$ cat src/rtl/cpu_timing_sequencer_pkg.sv
// Purpose: shared encodings and defaults for the CPU timing sequencer slice.
// Latency: n/a (types, constants and helpers only).
// Backpressure: n/a.
// Contents: cpu_state encoding, timing-state count default, CPU data width,
//           and the active-state helper used by the sequencer.
package cpu_pkg;

  typedef enum logic [1:0] {
    ST_HALTED = 2'b00,
    ST_RUN    = 2'b01,
    ST_STEP   = 2'b10,
    ST_FAULT  = 2'b11
  } cpu_state_e;

  localparam int NUM_T_DEFAULT    = 7;
  localparam int CPU_DATA_W       = 19;
  localparam int WAIT_MAX_DEFAULT = 15;
  localparam int ICNT_W_DEFAULT   = 16;

  // The control unit may only commit while the sequencer is executing.
  function automatic logic is_active(input cpu_state_e s);
    return (s == ST_RUN) || (s == ST_STEP);
  endfunction

endpackage

$ cat src/rtl/cpu_timing_sequencer_if.sv
// Purpose: control-unit <-> timing-sequencer signal bundle.
// Latency: n/a (wires only).
// Backpressure: memory stalls travel as mem_rd/mem_wr pending without mem_ack.
// Ports: master = control unit / memory side (drives requests, sees T-state);
//        slave  = timing sequencer (sees requests, drives T, ctrl_en, status).
interface cpu_timing_sequencer_if #(
  parameter int NUM_T  = 7,
  parameter int ICNT_W = 16
);
  localparam int SC_W = $clog2(NUM_T);

  logic              sc_clr;
  logic              mem_rd;
  logic              mem_wr;
  logic              mem_ack;
  logic              run_req;
  logic              halt_req;
  logic              step_req;
  logic              err_clr;

  logic [NUM_T-1:0]  T;
  logic [SC_W-1:0]   sc_value;
  logic              ctrl_en;
  logic [1:0]        cpu_state;
  logic              mem_timeout;
  logic              seq_overrun;
  logic [ICNT_W-1:0] instr_count;

  modport master (
    output sc_clr, mem_rd, mem_wr, mem_ack, run_req, halt_req, step_req, err_clr,
    input  T, sc_value, ctrl_en, cpu_state, mem_timeout, seq_overrun, instr_count
  );

  modport slave (
    input  sc_clr, mem_rd, mem_wr, mem_ack, run_req, halt_req, step_req, err_clr,
    output T, sc_value, ctrl_en, cpu_state, mem_timeout, seq_overrun, instr_count
  );

endinterface

$ cat src/rtl/cpu_timing_sequencer_wait_timer.sv
// Purpose: counts stalled memory cycles and flags a timeout at WAIT_MAX.
// Latency: counter updates on the next edge; timeout is combinational.
// Backpressure: none; it only observes the stall condition.
// Ports: clk/rst; active, mem_pend, mem_ack, ctrl_en in; timeout out.
module cpu_wait_timer #(
  parameter int WAIT_MAX = 15
) (
  input  logic clk,
  input  logic rst,
  input  logic active,
  input  logic mem_pend,
  input  logic mem_ack,
  input  logic ctrl_en,
  output logic timeout
);
  localparam int CNT_W = $clog2(WAIT_MAX + 1);

  logic [CNT_W-1:0] cnt_q, cnt_d;
  logic             stalled;

  assign stalled = active && mem_pend && !mem_ack;
  assign timeout = stalled && (cnt_q == CNT_W'(WAIT_MAX));

  // Clearing on timeout keeps the counter in range even at WAIT_MAX=2^n-1;
  // the sequencer leaves the active states on that edge anyway.
  always_comb begin
    cnt_d = cnt_q;
    if (!active || ctrl_en || timeout) begin
      cnt_d = '0;
    end else if (stalled) begin
      cnt_d = cnt_q + 1'b1;
    end
  end

  always_ff @(posedge clk) begin
    if (rst) begin
      cnt_q <= '0;
    end else begin
      cnt_q <= cnt_d;
    end
  end

endmodule

$ cat src/rtl/cpu_timing_sequencer.sv
// Purpose: one-hot T0..T(NUM_T-1) timing generator with run/halt/step control.
// Latency: ctrl_en is combinational; T, cpu_state and flags update next edge.
// Backpressure: a pending memory access without mem_ack holds the T-state.
// Ports: clk, rst (sync, active-high); bus = slave side of
//        cpu_timing_sequencer_if (requests in; T, sc_value, ctrl_en,
//        cpu_state, mem_timeout, seq_overrun, instr_count out).
module cpu_timing_sequencer
  import cpu_pkg::*;
#(
  parameter int NUM_T    = NUM_T_DEFAULT,
  parameter int WAIT_MAX = WAIT_MAX_DEFAULT,
  parameter int ICNT_W   = ICNT_W_DEFAULT
) (
  input  logic                   clk,
  input  logic                   rst,
  cpu_timing_sequencer_if.slave  bus
);
  localparam int              SC_W    = $clog2(NUM_T);
  localparam logic [SC_W-1:0] SC_LAST = SC_W'(NUM_T - 1);

  cpu_state_e        state_q, state_d;
  logic [SC_W-1:0]   sc_q, sc_d;
  logic              to_q, to_d;
  logic              ov_q, ov_d;
  logic [ICNT_W-1:0] icnt_q, icnt_d;

  logic active;
  logic mem_pend;
  logic ctrl_en;
  logic timeout;
  logic boundary;

  assign active   = is_active(state_q);
  assign mem_pend = bus.mem_rd || bus.mem_wr;
  // The ack cycle itself completes the access. Reset suppresses the commit
  // so an abandoned instruction never leaves a half-applied strobe behind.
  assign ctrl_en  = active && (!mem_pend || bus.mem_ack) && !rst;
  assign boundary = bus.sc_clr || (sc_q == SC_LAST);

  cpu_wait_timer #(
    .WAIT_MAX (WAIT_MAX)
  ) u_wait_timer (
    .clk      (clk),
    .rst      (rst),
    .active   (active),
    .mem_pend (mem_pend),
    .mem_ack  (bus.mem_ack),
    .ctrl_en  (ctrl_en),
    .timeout  (timeout)
  );

  always_comb begin
    state_d = state_q;
    sc_d    = sc_q;
    to_d    = to_q;
    ov_d    = ov_q;
    icnt_d  = icnt_q;

    if (state_q == ST_FAULT) begin
      // Only err_clr leaves FAULT; T stays frozen until then for debug.
      if (bus.err_clr) begin
        state_d = ST_HALTED;
        sc_d    = '0;
        to_d    = 1'b0;
        ov_d    = 1'b0;
      end
    end else if (timeout) begin
      state_d = ST_FAULT;
      to_d    = 1'b1;
    end else if (ctrl_en) begin
      if (bus.sc_clr) begin
        sc_d   = '0;
        icnt_d = icnt_q + 1'b1;
      end else if (sc_q == SC_LAST) begin
        // Ran off the end of the sequence: wrap, but do not count it retired.
        sc_d = '0;
        ov_d = 1'b1;
      end else begin
        sc_d = sc_q + 1'b1;
      end
      // ctrl_en implies RUN or STEP, so halt_req only matters in RUN here.
      if (boundary && ((state_q == ST_STEP) || bus.halt_req)) begin
        state_d = ST_HALTED;
      end
    end else if ((state_q == ST_HALTED) && !bus.halt_req) begin
      if (bus.step_req) begin
        state_d = ST_STEP;
      end else if (bus.run_req) begin
        state_d = ST_RUN;
      end
    end
  end

  always_ff @(posedge clk) begin
    if (rst) begin
      state_q <= ST_HALTED;
      sc_q    <= '0;
      to_q    <= 1'b0;
      ov_q    <= 1'b0;
      icnt_q  <= '0;
    end else begin
      state_q <= state_d;
      sc_q    <= sc_d;
      to_q    <= to_d;
      ov_q    <= ov_d;
      icnt_q  <= icnt_d;
    end
  end

  // Decoding T from the binary counter keeps it one-hot by construction.
  assign bus.T           = {{(NUM_T-1){1'b0}}, 1'b1} << sc_q;
  assign bus.sc_value    = sc_q;
  assign bus.ctrl_en     = ctrl_en;
  assign bus.cpu_state   = state_q;
  assign bus.mem_timeout = to_q;
  assign bus.seq_overrun = ov_q;
  assign bus.instr_count = icnt_q;

endmodule

$ cat src/flat_wrapper.sv
// flat-port wrapper written by rule: the top's interface ports become plain ports
module cpu_timing_sequencer_flat import cpu_pkg::*;
#(
  parameter int NUM_T    = NUM_T_DEFAULT,
  parameter int WAIT_MAX = WAIT_MAX_DEFAULT,
  parameter int ICNT_W   = ICNT_W_DEFAULT
)
  (clk, rst, bus_sc_clr, bus_mem_rd, bus_mem_wr, bus_mem_ack, bus_run_req, bus_halt_req, bus_step_req, bus_err_clr, bus_T, bus_sc_value, bus_ctrl_en, bus_cpu_state, bus_mem_timeout, bus_seq_overrun, bus_instr_count);
  cpu_timing_sequencer_if #(.NUM_T(NUM_T), .ICNT_W(ICNT_W)) bus_i ();
  input  logic clk;
  input  logic rst;
  input wire logic [$bits(bus_i.sc_clr)-1:0] bus_sc_clr;
  input wire logic [$bits(bus_i.mem_rd)-1:0] bus_mem_rd;
  input wire logic [$bits(bus_i.mem_wr)-1:0] bus_mem_wr;
  input wire logic [$bits(bus_i.mem_ack)-1:0] bus_mem_ack;
  input wire logic [$bits(bus_i.run_req)-1:0] bus_run_req;
  input wire logic [$bits(bus_i.halt_req)-1:0] bus_halt_req;
  input wire logic [$bits(bus_i.step_req)-1:0] bus_step_req;
  input wire logic [$bits(bus_i.err_clr)-1:0] bus_err_clr;
  output wire logic [$bits(bus_i.T)-1:0] bus_T;
  output wire logic [$bits(bus_i.sc_value)-1:0] bus_sc_value;
  output wire logic [$bits(bus_i.ctrl_en)-1:0] bus_ctrl_en;
  output wire logic [$bits(bus_i.cpu_state)-1:0] bus_cpu_state;
  output wire logic [$bits(bus_i.mem_timeout)-1:0] bus_mem_timeout;
  output wire logic [$bits(bus_i.seq_overrun)-1:0] bus_seq_overrun;
  output wire logic [$bits(bus_i.instr_count)-1:0] bus_instr_count;
  assign bus_i.sc_clr = bus_sc_clr;
  assign bus_i.mem_rd = bus_mem_rd;
  assign bus_i.mem_wr = bus_mem_wr;
  assign bus_i.mem_ack = bus_mem_ack;
  assign bus_i.run_req = bus_run_req;
  assign bus_i.halt_req = bus_halt_req;
  assign bus_i.step_req = bus_step_req;
  assign bus_i.err_clr = bus_err_clr;
  assign bus_T = bus_i.T;
  assign bus_sc_value = bus_i.sc_value;
  assign bus_ctrl_en = bus_i.ctrl_en;
  assign bus_cpu_state = bus_i.cpu_state;
  assign bus_mem_timeout = bus_i.mem_timeout;
  assign bus_seq_overrun = bus_i.seq_overrun;
  assign bus_instr_count = bus_i.instr_count;
  cpu_timing_sequencer #(.NUM_T(NUM_T), .WAIT_MAX(WAIT_MAX), .ICNT_W(ICNT_W)) u_core (.clk(clk), .rst(rst), .bus(bus_i));
endmodule
$ cat config.mk
export PLATFORM = sky130hd
export DESIGN_NAME = cpu_timing_sequencer_flat
export DESIGN_NICKNAME = d
export VERILOG_FILES = /design/src/rtl/cpu_timing_sequencer_pkg.sv /design/src/rtl/cpu_timing_sequencer_if.sv /design/src/rtl/cpu_timing_sequencer_wait_timer.sv /design/src/rtl/cpu_timing_sequencer.sv /design/src/flat_wrapper.sv
export SDC_FILE = /design/constraint.sdc
export NUM_CORES = 1
export LEC_CHECK = 0
export ABC_AREA = 0
export CELL_PAD_IN_SITES_DETAIL_PLACEMENT = 1
export CELL_PAD_IN_SITES_GLOBAL_PLACEMENT = 1
export CORE_MARGIN = 1.5
export CORE_UTILIZATION = 34
export CTS_CLUSTER_SIZE = 28
export DETAILED_ROUTE_END_ITERATION = 8
export GPL_TIMING_DRIVEN = 0
export PLACE_DENSITY = 0.78
export SLEW_MARGIN = 10
export SYNTH_ARGS = -nofsm -noshare
export SYNTH_HDL_FRONTEND = slang
export SYNTH_SLANG_ARGS = --single-unit
$ cat constraint.sdc
create_clock -name clk -period 2.1 [get_ports clk]
set_input_delay 0.21 -clock clk [delete_from_list [all_inputs] [get_ports clk]]
set_output_delay 0.21 -clock clk [all_outputs]
set_load 0.02 [all_outputs]
* Word-level counts from Yosys, hierarchy flattened
Index checks and enable logic that the tools add are counted.
Word-level totals: register bits after elaboration 27, input port bits 10, output and inout bits 31, logic and storage cells 74
Cells by class: add/subtract/negate cells 3, equality and inequality tests 9, shifts and indexed selects 1, mux-type cells 22, bitwise operators 2, reduce and logical (&&, ||, !) cells 31
Operator list (count):
- $mux W3 | 6
- $add A16 B1 Y16 const B | 1
- $mux W2 | 8
- $mux W1 | 8
- $reduce_and A4 Y1 | 2
- $logic_and A1 B1 Y1 | 7
- $logic_or A1 B1 Y1 | 7
- $shl A1 B3 Y7 const A | 1
- $reduce_bool A2 Y1 | 3
- $logic_not A1 Y1 | 5
- $reduce_and A5 Y1 | 1
- $reduce_bool A5 Y1 | 1
- $add A4 B1 Y4 const B | 1
- $eq A2 B2 Y1 const B | 2
- $eq A4 B4 Y1 const B | 1
- $ne A2 B1 Y1 const B | 2
- $ne A4 B1 Y1 const B | 1
- $reduce_bool A4 Y1 | 1
- $add A3 B1 Y3 const B | 1
- $eq A3 B3 Y1 const B | 1
- $reduce_and A3 Y1 | 1
- $eq A2 B1 Y1 const B | 1
- $logic_not A2 Y1 | 1
- $ne A2 B2 Y1 const B | 1
- 3 further kinds | 4

* Depth between registers and ports, before layout
Gate-level depths: netlist of run 1.
word-level depth 8, gate-level depth with buffers 7, gate-level depth less buffers 6

* Hierarchy
A second synthesis of run 1 with hierarchy kept.
Unflattened totals: cells, all modules 171, area, all modules 1460.2 um^2
By module, submodules not included:
- cpu_timing_sequencer | instances 1, cells each 148, area an instance 1253.7 um^2, sequential area each 460.4 um^2
- cpu_wait_timer | instances 1, cells each 23, area an instance 206.4 um^2, sequential area each 80.1 um^2

* Worst setup path before layout of run 1
OpenSTA, ideal clock, no wires.
kind register -> register, start reg u_core.state_q[0] (netlist: u_core.bus.cpu_state[0]), end reg u_core.icnt_q[8] (netlist: u_core.bus.instr_count[8]), library setup time 0.070 ns, arrival time 2.030 ns, data required time 2.030 ns, setup slack 0.000 ns, stages on the path, launching flop included 8, buffers on the path 1, period minus slack after synthesis 2.100 ns, path through dfxtp_1 > inv_1 > ha_1 > nor3b_4 > nand4_1 > buf_2 > or4_1 > a21oi_1
On the way: word-level cells in the longest chain between the ends 7, elaborated cells on any way between the ends 12, classes of those cells eq/ne: 3; bitwise: 2; reduce/logical: 7
RTL lines:
- from (decl) | RTL line cpu_timing_sequencer.sv:21 | cpu_state_e state_q, state_d;
- from (signal assigned) | RTL line cpu_timing_sequencer.sv:102 | state_q <= state_d;
- $eq A2 B1 Y1 / $eq A2 B2 Y1 (equally long branches) | RTL line cpu_timing_sequencer_pkg.sv:22 | return (s == ST_RUN) || (s == ST_STEP);
- $logic_or A1 B1 Y1 | RTL line cpu_timing_sequencer_pkg.sv:22
- $logic_and A1 B1 Y1 (2 in a row) | RTL line cpu_timing_sequencer_wait_timer.sv:21 | assign stalled = active && mem_pend && !mem_ack;
- $logic_and A1 B1 Y1 | RTL line cpu_timing_sequencer_wait_timer.sv:22 | assign timeout = stalled && (cnt_q == CNT_W'(WAIT_MAX));
- $not A1 Y1 (no source line)
- $reduce_and A4 Y1 (no source line) *
- to (signal assigned) | RTL line cpu_timing_sequencer.sv:106 | icnt_q <= icnt_d;
- to (decl) | RTL line cpu_timing_sequencer.sv:25 | logic [ICNT_W-1:0] icnt_q, icnt_d;
Every way passes the cells marked *; elsewhere a longest branch is shown, timed or not. A chain may end at the register's enable or synchronous reset.

* Worst setup path in the final report of run 1
start reg u_core.state_q[0] (netlist: u_core.bus.cpu_state[0]), end reg u_core.icnt_q[13] (netlist: u_core.bus.instr_count[13])
The elaborated chain is that of the path after synthesis.

==> results.txt, run 1 <==
- Most common cell after layout, fill and taps aside: clkdlybuf4s50_1
- Row generation in the floorplan step produced 23 rows.
- Status: finished clean
* Post-synth design cell area: 1449 um^2
- Global routing used 18.64% of the available tracks across all layers.
- Via count of the first global-routing pass: 1460
- The number of antenna violations at the first check in global routing was 0.
- Counting every sink on the clock net gives 27.
- Entering global routing, the biggest net connects 16 pins.
- For the pin with the worst max-slew slack, the measured transition is 682.0 ps.
- The number of antenna diodes in the final layout is 0.
- Top library cells by usage in the layout, fill and taps aside: 39 x clkdlybuf4s50_1, 25 x dfxtp_1, 17 x a21oi_1
- Routability congestion estimate: 0.7587
* Per-cell routed wire length: 16.31 um
- STA puts the critical path data arrival time at 2260 ps.
- Fraction of layout instances using a drive strength above 1: 18.75%
* Worst min-delay path class: in2reg
- Measured against its own limit, the worst slew margin works out to 54.13%.
- The routed design could run at a clock period as short as 2057 ps.
* Distinct cell type count of the synthesized netlist: 43
- The die is 68.28 um tall.
- Unrepaired setup endpoints after global routing: true
- Counting the fill cells in the layout gives 479.
- Summed over all layers, the global routing overflow is 0.
- EDFF count, synth: 0
- Maximum clock skew at final layout: 5.500 ps
* Final HPWL from detailed placement: 3059 um
- Synth async-reset ratio: 0%
- Required time of the critical path: 2300 ps
* Io pins: 41
* Post-Synthesis Mean Instance Area: 8.523 um^2
- The clock passes through at most 2 buffers.
- Category of the worst setup path capture point: register
- TritonCTS created 3 clock buffers.
* Post-Route WL: 4470 um
- IR analysis of the VDD net gives a maximum drop of 210.9 uV.
* Quantity of I/O buffers inserted on ports: 39
- The most used flip-flop cell after synthesis is dfxtp_1.
* Starting density of the core: 35.71%
- For this block, the initial DRC count from the detailed router was 55.
- Summing over every cut layer, the via total after detailed routing is 1478.
- Wire length of the first global-routing pass: 6637 um
- Static power due to leakage: 0.7314 nW
- STA classifies the critical path startpoint as a register.
* # nets final: 241
- Net count of the mapped netlist: 186
* Layout Cell Area excl Fill: 2096 um^2
- Number of levels in the clock H-tree: 1
- DRC violations left: 0
* Number of instances in the synthesized netlist: 170
- Clock-pin transition on the worst setup and hold timing paths: 100 ps
- Fin Setup TNS: 0 ps
- Number of hold violations in the final report: 0
* Pre-antenna DRT Iters: 4
- Core area: 4058 um^2
- CTS tree: yes
* Part of the cycle the worst path needs: 97.97%
* Latest clock arrival within the worst-skew pair: 270 ps
- In the routed layout, each cell is associated on average with a via count of 5.394.
- Total Die Area: 4662 um^2
- The number of max-slew violations in the final report was 0.
- Final hold slack: 229.1 ps
- Placement-stage cell area: 1903 um^2
* Count of warnings emitted by yosys: 0
- Max Clock Freq: 486.0 MHz
- At the end of the flow the core is filled with cells to 51.65%.
* Layout overhead on the synthesized area: 44.65%
- The tool flagged a number of max-cap violations equal to 0.
* Post-DRT Antenna Nets: 0
- Overall power consumption after layout is estimated at 1.063 mW.
* Max FO, Critical Path: 6
- The die is 68.28 um wide.
- Setup-violating endpoint count in the final report: 0
- CTS placed an instance of clkbuf_8 at the clock tree root.
- Total of flip-flops plus latches after synthesis: 27
- # hold bufs at CTS: 0
* Seq/Total Area, Yosys: 37.31%
- Power density cells: 507.1 nW/um^2
* Kind of critical path: reg2reg
## state kept, by name, summed over array words and instances, names as in the netlist
signal	count
u_core.bus.seq_overrun	1
u_core.bus.sc_value	3
u_core.bus.mem_timeout	1
u_core.u_wait_timer.cnt_q	4
u_core.bus.cpu_state	2
u_core.bus.instr_count	16
## cell families (layout without fill, tap and decap cells)
kind of cell | Yosys count | in the layout | share of synthesized area (%)
adder cells (fa/ha/maj) | 6 | 6 | 5.181
flip-flops | 27 | 27 | 37.31
XOR/XNOR | 4 | 4 | 2.418
multiplexers | 3 | 3 | 2.245
AND/OR/NAND/NOR | 68 | 68 | 27.72
buffers and inverters | 19 | 73 | 6.303
AO/OA/AOI/OAI | 43 | 43 | 18.83
## layout make-up
class / instances / area, um^2 / share of cell area, %
sequential: 27 / 545.5 / 26.03
buffer: 10 / 71.32 / 3.403
clock buffer: 3 / 41.29 / 1.970
inverter: 9 / 36.28 / 1.731
multi-input combinational: 124 / 847.1 / 40.42
timing repair buffer: 50 / 486.7 / 23.22
clock inverter: 1 / 5.005 / 0.2388
tap: 50 / 62.56 / 2.985
## metrics by stage
| stage | instances | setup WS, ps |
|---|---|---|
| finish | 274 | 42.60 |
| global route | 274 | -46.02 |
| CTS | 268 | 25.01 |
| detailed placement | 259 | -121.0 |
| global placement | 259 | -43.19 |
| floorplan | 170 | 8.266 |
## what timing repair did
item | 4_1_cts | 5_1_grt
setup endpoints to repair | 16 | 18
buffers inserted | 5 | 5
gates resized for setup | 6 | 14
pin swaps | 1 | 9
cloned | 0 | 1
## final timing paths
| check | startpoint | endpoint | slack [ps] | cells past startpoint |
|---|---|---|---|---|
| worst max-delay path | u_core.bus.cpu_state[0] | u_core.bus.instr_count[13] | 40 | 8 |
| worst min-delay path | rst | u_core.bus.seq_overrun | 230 | 3 |
| worst min register to register | u_core.u_wait_timer.cnt_q[0] | u_core.u_wait_timer.cnt_q[0] | 460 | 1 |
| worst max register to register | u_core.bus.cpu_state[0] | u_core.bus.instr_count[13] | 40 | 8 |
## power breakdown
| part | internal (mW) | total, mW | switching, mW |
|---|---|---|---|
| Clock | 0.133 | 0.309 | 0.176 |
| Combinational | 0.115 | 0.221 | 0.105 |
| Sequential | 0.523 | 0.533 | 0.00969 |
| Total | 0.772 | 1.06 | 0.291 |
## per-layer routing
layer,vias up,global-route usage [%],share of wire (%)
met2,22,34.83,53
met4,0,3.750,0.58
met5,-,0,0
met3,2,3.618,3.0
met1,719,21.88,43
li1,735,-,-
## synthesized netlist by cell type (2+ instances only)
master | count | area, um^2
dfxtp_1 | 27 | 540.5
a21oi_1 | 19 | 95.09
nor2_1 | 12 | 45.04
inv_1 | 9 | 33.78
nand2_1 | 8 | 30.03
o31ai_1 | 8 | 60.06
or4_1 | 8 | 60.06
ha_1 | 6 | 75.07
nand3_1 | 6 | 30.03
o21ai_0 | 6 | 30.03
or3_1 | 6 | 37.54
nand4_1 | 5 | 31.28
buf_2 | 4 | 20.02
clkbuf_1 | 4 | 15.01
nor3_1 | 4 | 20.02
nor3b_1 | 3 | 22.52
or2_2 | 3 | 18.77
buf_6 | 2 | 22.52
mux2_1 | 2 | 22.52
nor2b_1 | 2 | 12.51
or3_2 | 2 | 15.01
xnor2_1 | 2 | 17.52
xor2_1 | 2 | 17.52
## worst max-delay path: stages, from the launching register on
cell and delay, ps:
dfxtp_4 380, inv_4 40, ha_4 280, nor3b_4 230
buf_4 150, nand4_1 110, buf_6 170, or4_4 490
a21oi_1 160
Note: power is estimated with default switching activity, not from simulation.
==> run 2, diff against run 1 <==
CORE_UTILIZATION = 37   (was 34)
CTS_CLUSTER_SIZE = default   (was 28)
PLACE_DENSITY = 0.84   (was 0.78)
clock period = 2.59 ns   (was 2.1 ns; I/O delays follow)
==> run 2 against run 1 <==
Against the previous run: power decreased by 21%; largest power group unchanged; register-to-register slack improved by 210 ps; non-clock buffer count decreased by 11; worst hold slack improved by 45 ps; first-iteration DRC count decreased by 15%; count of clock-buffer cells in the layout increased by 1; core utilization increased by 0.67 points; design area decreased by 7.2%; fmax decreased by 12%; sequential share of layout area increased by 1.8 points; critical path depth decreased by 1; combinational power decreased by 33%.
==> results.txt, run 2 (synthesized netlist as in run 1, its figures left out) <==
- The count of port buffers added during placement came to 39 (unchanged).
- Fraction of layout instances using a drive strength above 1: 8.920% (-9.8 points)
- The final critical path time including I/O delays and setup is 2333 ps (+275.6 ps).
* 1st-iter DRT viols: 47 (-15%)
- Final HPWL from detailed placement: 3133 um (+2.4%)
* Max Clock Freq: 428.6 MHz (-12%)
- The global routing usage summed across all routing layers came to 21.50% (+2.9 points).
- The total of max-cap violations is 0 (unchanged).
- The flip-flop count of the largest register, all copies and words added was 16 (unchanged).
* GR Util met2: 39.29% (+4.5 points)
* Via count of the first global-routing pass: 1493 (+2.3%)
- The highest fanout seen on the critical path was 10 (+4).
- Top Usage Layer GRT: met2
- The number of placement rows was 22 (-4.3%).
- The last weighted congestion value of the routability-driven placer was 0.7829 (+3.2%).
- The register-to-register setup slack is 260 ps (+210 ps).
- The peak supply drop was 242.2 uV (+15%).
- Combinational Power Share: 17.8% (-3.0 points)
- The initial core utilization is 38.99% (+3.3 points).
* Pre-antenna DRT Iters: 4 (unchanged)
* Kind of critical path: reg2reg
- Worst R2R End: u_core.bus.instr_count[7]
- The total grt overflow is 0 (unchanged).
* Setup-violating endpoint count in the final report: 0 (unchanged)
- The worst register-to-register path begins at u_core.bus.cpu_state[0].
- The met3 capacity usage during global routing is 3.425% (-0.19 points).
- Post-Route WL: 4145 um (-7.3%)
- The wire length of the first global-routing pass is 7086 um (+6.8%).
* Number of sinks driven by the clock tree: 27 (unchanged)
- Io pins: 41 (unchanged)
- Clock-pin transition on the worst setup and hold timing paths: 100 ps (about the same)
- The hold buffer count at cts was 0 (unchanged).
* Most common cell after layout, fill and taps aside: clkdlybuf4s50_1
- The required time at the worst-slack endpoint is 2800 ps (+500 ps).
* Static power due to leakage: 0.6600 nW (-9.8%)
- For hold timing, the worst endpoint is u_core.bus.seq_overrun.
- The met1 track utilization from global routing is 25.11% (+3.2 points).
- The run finished with clean final reports.
- STA classifies the critical path endpoint as a register.
* Worst min-delay path class: in2reg
- The hold path depth is 3 (unchanged).
- Layout overhead on the synthesized area: 34.20%
- The net switching power was 0.2303 mW (-21%).
- Number of hold violations in the final report: 0 (unchanged)
* Total Die Area: 4300 um^2 (-7.8%)
- The aggregate negative setup slack was 0 ps (unchanged).
- Cell-internal power: 0.6047 mW (-22%)
- The actual transition at the worst max-transition pin is 722.0 ps (+40.04 ps).
* Core area: 3716 um^2 (-8.4%)
* Hold path startpoint: rst
- Via-to-Cell Ratio: 5.483 (+1.6%)
- STA classifies the critical path startpoint as a register.
- The post-layout net count was 230 (-4.6%).
- The switching share of power came to 27.59% (+0.21 points).
- Latest clock arrival within the worst-skew pair: 280 ps (about the same)
* Per-cell routed wire length: 15.88 um (-2.7%)
- Initial antenna violation count: 0 (unchanged)
- Power density cells: 429.4 nW/um^2 (-15%)
- Cts repair resizes: 0 (-6)
* Slew margin rel.: 51.44% (-2.7 points)
* Fillcell total: 444 (-7.3%)
* Routed via count: 1431 (-3.2%)
- The H-tree depth came to 1 (unchanged).
- Top library cells by usage in the layout, fill and taps aside: 39 x clkdlybuf4s50_1, 27 x dfxtp_1, 19 x a21oi_1
* DRC violations left: 0 (unchanged)
- Die boundary height: 65.58 um (-4.0%)
- The proportion of power drawn by the clock network was 30.6% (+1.5 points).
- The horizontal die dimension is 65.58 um (-4.0%).
- Clock Root Buffer: clkbuf_8
* Final hold slack: 274.5 ps (+45.38 ps)
* Number of pins with negative max-slew slack in the final report: 0 (unchanged)
* CTS tree: yes
- Seq pwr share: 51.6% (+1.4 points)
- Post-CTS setup repair buffer count: 0 (-5)
- The fraction of the cycle the final worst path needs was 90.08% (-7.9 points).
- The endpoint arrival time on the critical path came to 2540 ps (+280 ps).
* Post-DRT Antenna Nets: 0 (unchanged)
- The number of antenna cells inserted came to 0 (unchanged).
* Number of buffers on the longest clock path: 2 (unchanged)
* R2R cell count: 7 (-1)
- The setup skew after layout is 1.389 ps (-4.111 ps).
- Largest net degree at the start of global routing: 15 (-1)
- Unrepaired setup endpoints after global routing: false
- The number of clock buffers inserted by TritonCTS is 3 (unchanged).
==> run 2: how the worst max path moves through the flow <==
stage | slack, ps | to | startpoint
2_1_floorplan | 490 | u_core.bus.instr_count[8] | u_core.bus.cpu_state[0]
3_3_place_gp | 420 | u_core.bus.instr_count[8] | u_core.bus.cpu_state[1]
3_5_place_dp | 350 | u_core.bus.instr_count[15] | u_core.bus.cpu_state[1]
4_1_cts | 240 | u_core.bus.instr_count[7] | u_core.bus.cpu_state[0]
5_1_grt | 60 | u_core.bus.instr_count[7] | u_core.bus.cpu_state[0]
6_report | 260 | u_core.bus.instr_count[7] | u_core.bus.cpu_state[0]
==> run 2: power by group through the flow <==
stage | Combinational (mW) | Clock [mW] | Sequential (mW)
floorplan | 0.0819 | 0 | 0.448
global placement | 0.141 | 0 | 0.439
detailed placement | 0.148 | 0 | 0.441
CTS | 0.150 | 0.256 | 0.431
global route | 0.164 | 0.277 | 0.432
finish | 0.149 | 0.255 | 0.431
==> run 2: final cells by class <==
type	instances	area [um^2]	share of cell area, %
repair buffers	39	390.4	20.08
flip-flops and latches	27	540.5	27.80
inverters	9	33.78	1.737
multi-input cells	124	817.0	42.02
well taps	48	60.06	3.089
plain buffers	10	57.56	2.960
clock buffers	4	45.04	2.317
==> run 2: stage by stage <==
| stage | cells | total power [mW] | utilization (%) | setup slack, ps | instance area, um^2 |
|---|---|---|---|---|---|
| after floorplan | 170 | 0.5295 | - | 489.5 | 1449 |
| after global placement | 257 | 0.5801 | 51.11 | 415.9 | 1899 |
| after detailed placement | 257 | 0.5887 | 51.11 | 350.8 | 1899 |
| after CTS | 261 | 0.8375 | 52.32 | 244.3 | 1944 |
| after global routing | 261 | 0.8730 | 52.32 | 64.81 | 1944 |
| final | 261 | 0.8350 | 52.32 | 257.0 | 1944 |
==> run 2: critical path: stages (launching register included) <==
cell and delay [ps]:
dfxtp_1 390, inv_1 100, ha_1 370, nor3b_4 260, nand4_1 240, clkbuf_1 290, or3_1 410, a21oi_1 190
==> run 2: metal layers <==
| metal | up-vias | part of all wire (%) |
|---|---|---|
| li1 | 708 | - |
| met1 | 696 | 42 |
| met2 | 23 | 54 |
| met3 | 4 | 2.8 |
| met4 | 0 | 1.4 |
| met5 | - | 0 |
==> run 3, diff against run 2 <==
SYNTH_HIERARCHICAL = 1   (was default)
==> run 3 against run 2 <==
Against the previous run: power decreased by 1.4%; worst hold slack gained 240 ps; register-to-register slack got worse by 70 ps; clock power about the same; count of clock-buffer cells in the layout is 1 lower; first-iteration DRC count is 2.1% lower; via count fell by 3.6%; critical path type is now reg2out.
==> results.txt, run 3 <==
* Final HPWL from detailed placement: 2896 um (-7.5%)
* Number of buffers on the longest clock path: 2 (unchanged)
* Slew margin rel.: 66.31% (+15 points)
- Ranked by instance count, the synthesized netlist is headed by 29 x nor2_1, 27 x dfxtp_1, 12 x a21oi_1.
- 1st-iter DRT viols: 46 (-2.1%)
- Cell-internal power: 0.5934 mW (-1.9%)
* Maximum single-stage delay on the critical path: 610 ps (+200 ps)
- Seq/Total Area, Yosys: 37.02% (-0.29 points)
- The clock latency at the later pin of the worst-skew pair came to 280 ps (about the same).
- The total count of hold-check failures in the final report is 0 (unchanged).
- The worst slack at placement came to -126.2 ps (-477.0 ps).
- CP startpoint kind: register
* Fraction of layout instances using a drive strength above 1: 8.372% (-0.55 points)
* CTS tree: yes
- Initial antenna violation count: 0 (unchanged)
- Power density cells: 413.3 nW/um^2 (-3.8%)
* Maximum vdd drop: 201.4 uV (-17%)
* Highest-delay cell along the critical path: clkdlybuf4s50_1
* Arr. time, crit path: 2200 ps (-340 ps)
* Max-cap violations: 0 (unchanged)
- Quantity of I/O buffers inserted on ports: 40 (+2.6%)
- The number of remaining DRC errors is 0 (unchanged).
- Via count of the first global-routing pass: 1454 (-2.6%)
* Aggregate global-route resource usage: 19.11% (-2.4 points)
- Overflow left after global routing: 0 (unchanged)
- The final critical path time including I/O delays and setup was 2454 ps (+121.2 ps).
- The setup path with the least slack is of type reg2out.
* Total Die Area: 4332 um^2 (+0.75%)
- Hold path startpoint: u_core/bus.seq_overrun
* Post-synth design cell area: 1460 um^2 (+0.78%)
- Required time of the critical path: 2330 ps (-470 ps)
- The combinational share of power was 16.8% (-1.0 points).
- The count of different cell masters after synthesis is 44 (+2.3%).
- The flip-flop count of the largest register, all copies and words added came to 16 (unchanged).
* Routed via count: 1380 (-3.6%)
* Unrepaired setup endpoints after global routing: false
* Dominant cell type by area after synthesis: dfxtp_1
- Most instantiated flip-flop cell in the synthesis netlist: dfxtp_1
* Count of warnings emitted by yosys: 6 (+6)
- Max Clock Freq: 407.5 MHz (-4.9%)
- The vertical die dimension was 65.82 um (+0.37%).
* Cell with the most instances after synthesis: nor2_1
- Post-DRT Antenna Nets: 0 (unchanged)
* Critical path launch point: u_core/bus.cpu_state[1]
- Antenna cells: 0 (unchanged)
- Via-to-Cell Ratio: 5.247 (-4.3%)
- Sum of internal, switching and leakage power: 0.8232 mW (-1.4%)
- Worst path top cell family by delay: buffers and inverters
- Synth async-reset ratio: 0% (unchanged)
- Clock Root Buffer: clkbuf_8
- Routability congestion estimate: 0.7766 (-0.80%)
- Number of levels in the clock H-tree: 1 (unchanged)
- Setup-violating endpoint count in the final report: 0 (unchanged)
- The number of max-slew violations in the final report came to 0 (unchanged).
* Horizontal die dimension: 65.82 um (+0.37%)
* Top library cells by usage in the layout, fill and taps aside: 40 x clkdlybuf4s50_1, 28 x nor2_1, 27 x dfxtp_1
* PnR worst setup slack: 135.8 ps (-121.2 ps)
- Switching power as a share of total power: 27.92% (+0.33 points)
* CP cell instances: inv_1, ha_1, and2b_4, nand2_2, inv_1, clkdlybuf4s50_1
- Core area: 3716 um^2 (unchanged)
- The aggregate negative setup slack came to 0 ps (unchanged).
- STA classifies the critical path endpoint as an output port.
- The proportion of power drawn by flip-flops and latches was 51.9% (+0.3 points).
* # nets final: 232 (+0.87%)
- From synthesis to final layout, the design area changed by 36.42%.
- Register-to-register setup slack: 190 ps (-70 ps)
* Number of cell rows: 22 (unchanged)
* Largest cells by area after synthesis: dfxtp_1 37%, nor2_1 7.5%, xor2_1 5.4%, ha_1 5.1%, xnor2_1 4.2%
- The proportion of power drawn by the clock network was 31.3% (+0.7 points).
- In this run the critical register-to-register path is launched from u_core/bus.cpu_state[1].
- Static power due to leakage: 0.6852 nW (+3.8%)
* EDFF count, synth: 0 (unchanged)
- The mean instance size in the synthesized netlist came to 8.539 um^2 (+0.19%).
* # hold bufs at CTS: 0 (unchanged)
* Most common cell after layout, fill and taps aside: clkdlybuf4s50_1
- The CTS sink count was 27 (unchanged).
- The clock transition at the register clock pins on the worst setup and hold paths after CTS is 100 ps (about the same).
* Largest net degree at the start of global routing: 17 (+2)
- The routed length per placed instance is 14.73 um (-7.3%).
- The post-synth net total was 187 (+0.54%).
- Worst min-delay path class: reg2reg
- Final hold slack: 515.2 ps (+240.7 ps)
- Starting density of the core: 39.29% (+0.30 points)
- Net switching power: 0.2298 mW (-0.21%)
* Part of the cycle the worst path needs: 94.76% (+4.7 points)
* Most common cell type on the critical path: inv_1
- The flow ran to the end, and the final reports show no timing, DRC or antenna violations.
- Transition time at the pin with the least slew margin: 505.3 ps (-216.7 ps)
- Wire length of the first global-routing pass: 6479 um (-8.6%)
- The I/O pin total came to 41 (unchanged).
- The number of flip-flops and latches in the synthesized netlist came to 27 (unchanged).
- The number of clock buffers inserted by TritonCTS came to 3 (unchanged).
* Max FO, Critical Path: 6 (-4)
- Count of buffering cells on the critical path with inverters included: 3 (+1)
- The routed wire length was 3873 um (-6.6%).
* Maximum clock skew at final layout: 3.057 ps (+1.668 ps)
- The cell count after synthesis was 171 (+0.59%).
* Fraction of post-synthesis cell area in the top cell type by area: 37.02% (-0.29 points)
- Pre-antenna DRT Iters: 5 (+1)
-- run 3: worst paths after layout --
kind,to,depth (start not counted)
setup / recovery,bus_ctrl_en,6
hold / removal,u_core/bus.seq_overrun,2
setup reg to reg,u_core/bus.cpu_state[0],8
hold reg to reg,u_core/bus.seq_overrun,2
-- run 3: metrics by stage --
step / utilization (%) / cell area, um^2 / instances
2_1_floorplan: - / 1460 / 171
3_3_place_gp: 51.68 / 1921 / 259
3_5_place_dp: 51.68 / 1921 / 259
4_1_cts: 53.00 / 1969 / 263
5_1_grt: 53.60 / 1992 / 263
6_report: 53.60 / 1992 / 263
-- run 3: logic make-up after synthesis --
group | Yosys count | synth area share (%)
simple gates | 82 | 31.02
flops | 27 | 37.02
compound gates | 25 | 11.14
xor+xnor | 16 | 9.598
buf+inv | 13 | 4.713
fa+ha+maj | 6 | 5.141
mux | 2 | 1.371
-- run 3: final cells by class --
cell class                 count  area (um^2)
sequential                    27        540.5
timing repair buffer          40        400.4
inverter                       8        30.03
clock buffer                   3        41.29
buffer                         5        38.79
tap                           48        60.06
fill                         448         1724
clock inverter                 1        7.507
multi-input combinational    131        873.3
-- run 3: power groups by stage --
| stage | combinational, mW | clock (mW) | sequential [mW] |
|---|---|---|---|
| after detailed placement | 0.134 | 0 | 0.437 |
| after global routing | 0.150 | 0.281 | 0.429 |
| after floorplan | 0.0745 | 0 | 0.442 |
| final | 0.138 | 0.258 | 0.427 |
| after CTS | 0.135 | 0.266 | 0.427 |
| after global placement | 0.129 | 0 | 0.436 |
-- run 3: worst reg2reg max path: stages (launching register included) --
cell,delay (ps)
dfxtp_1,410
inv_1,70
ha_1,370
nand3b_1,240
nor2_4,240
nor2_4,80
a32o_1,280
or4_1,480
a21oi_1,150
-- run 3: metal layers --
layer / track usage (%) / part of all wire [%] / vias to the layer above
li1: - / - / 686
met1: 22.91 / 45 / 670
met2: 34.09 / 52 / 20
met3: 2.896 / 2.4 / 4
met4: 7.292 / 0.90 / 0
met5: 0 / 0 / -
-- run 3: repair_timing --
action	in CTS	in global routing
resized for setup	0	4
buffers inserted	0	0
endpoints found under the setup margin	0	9
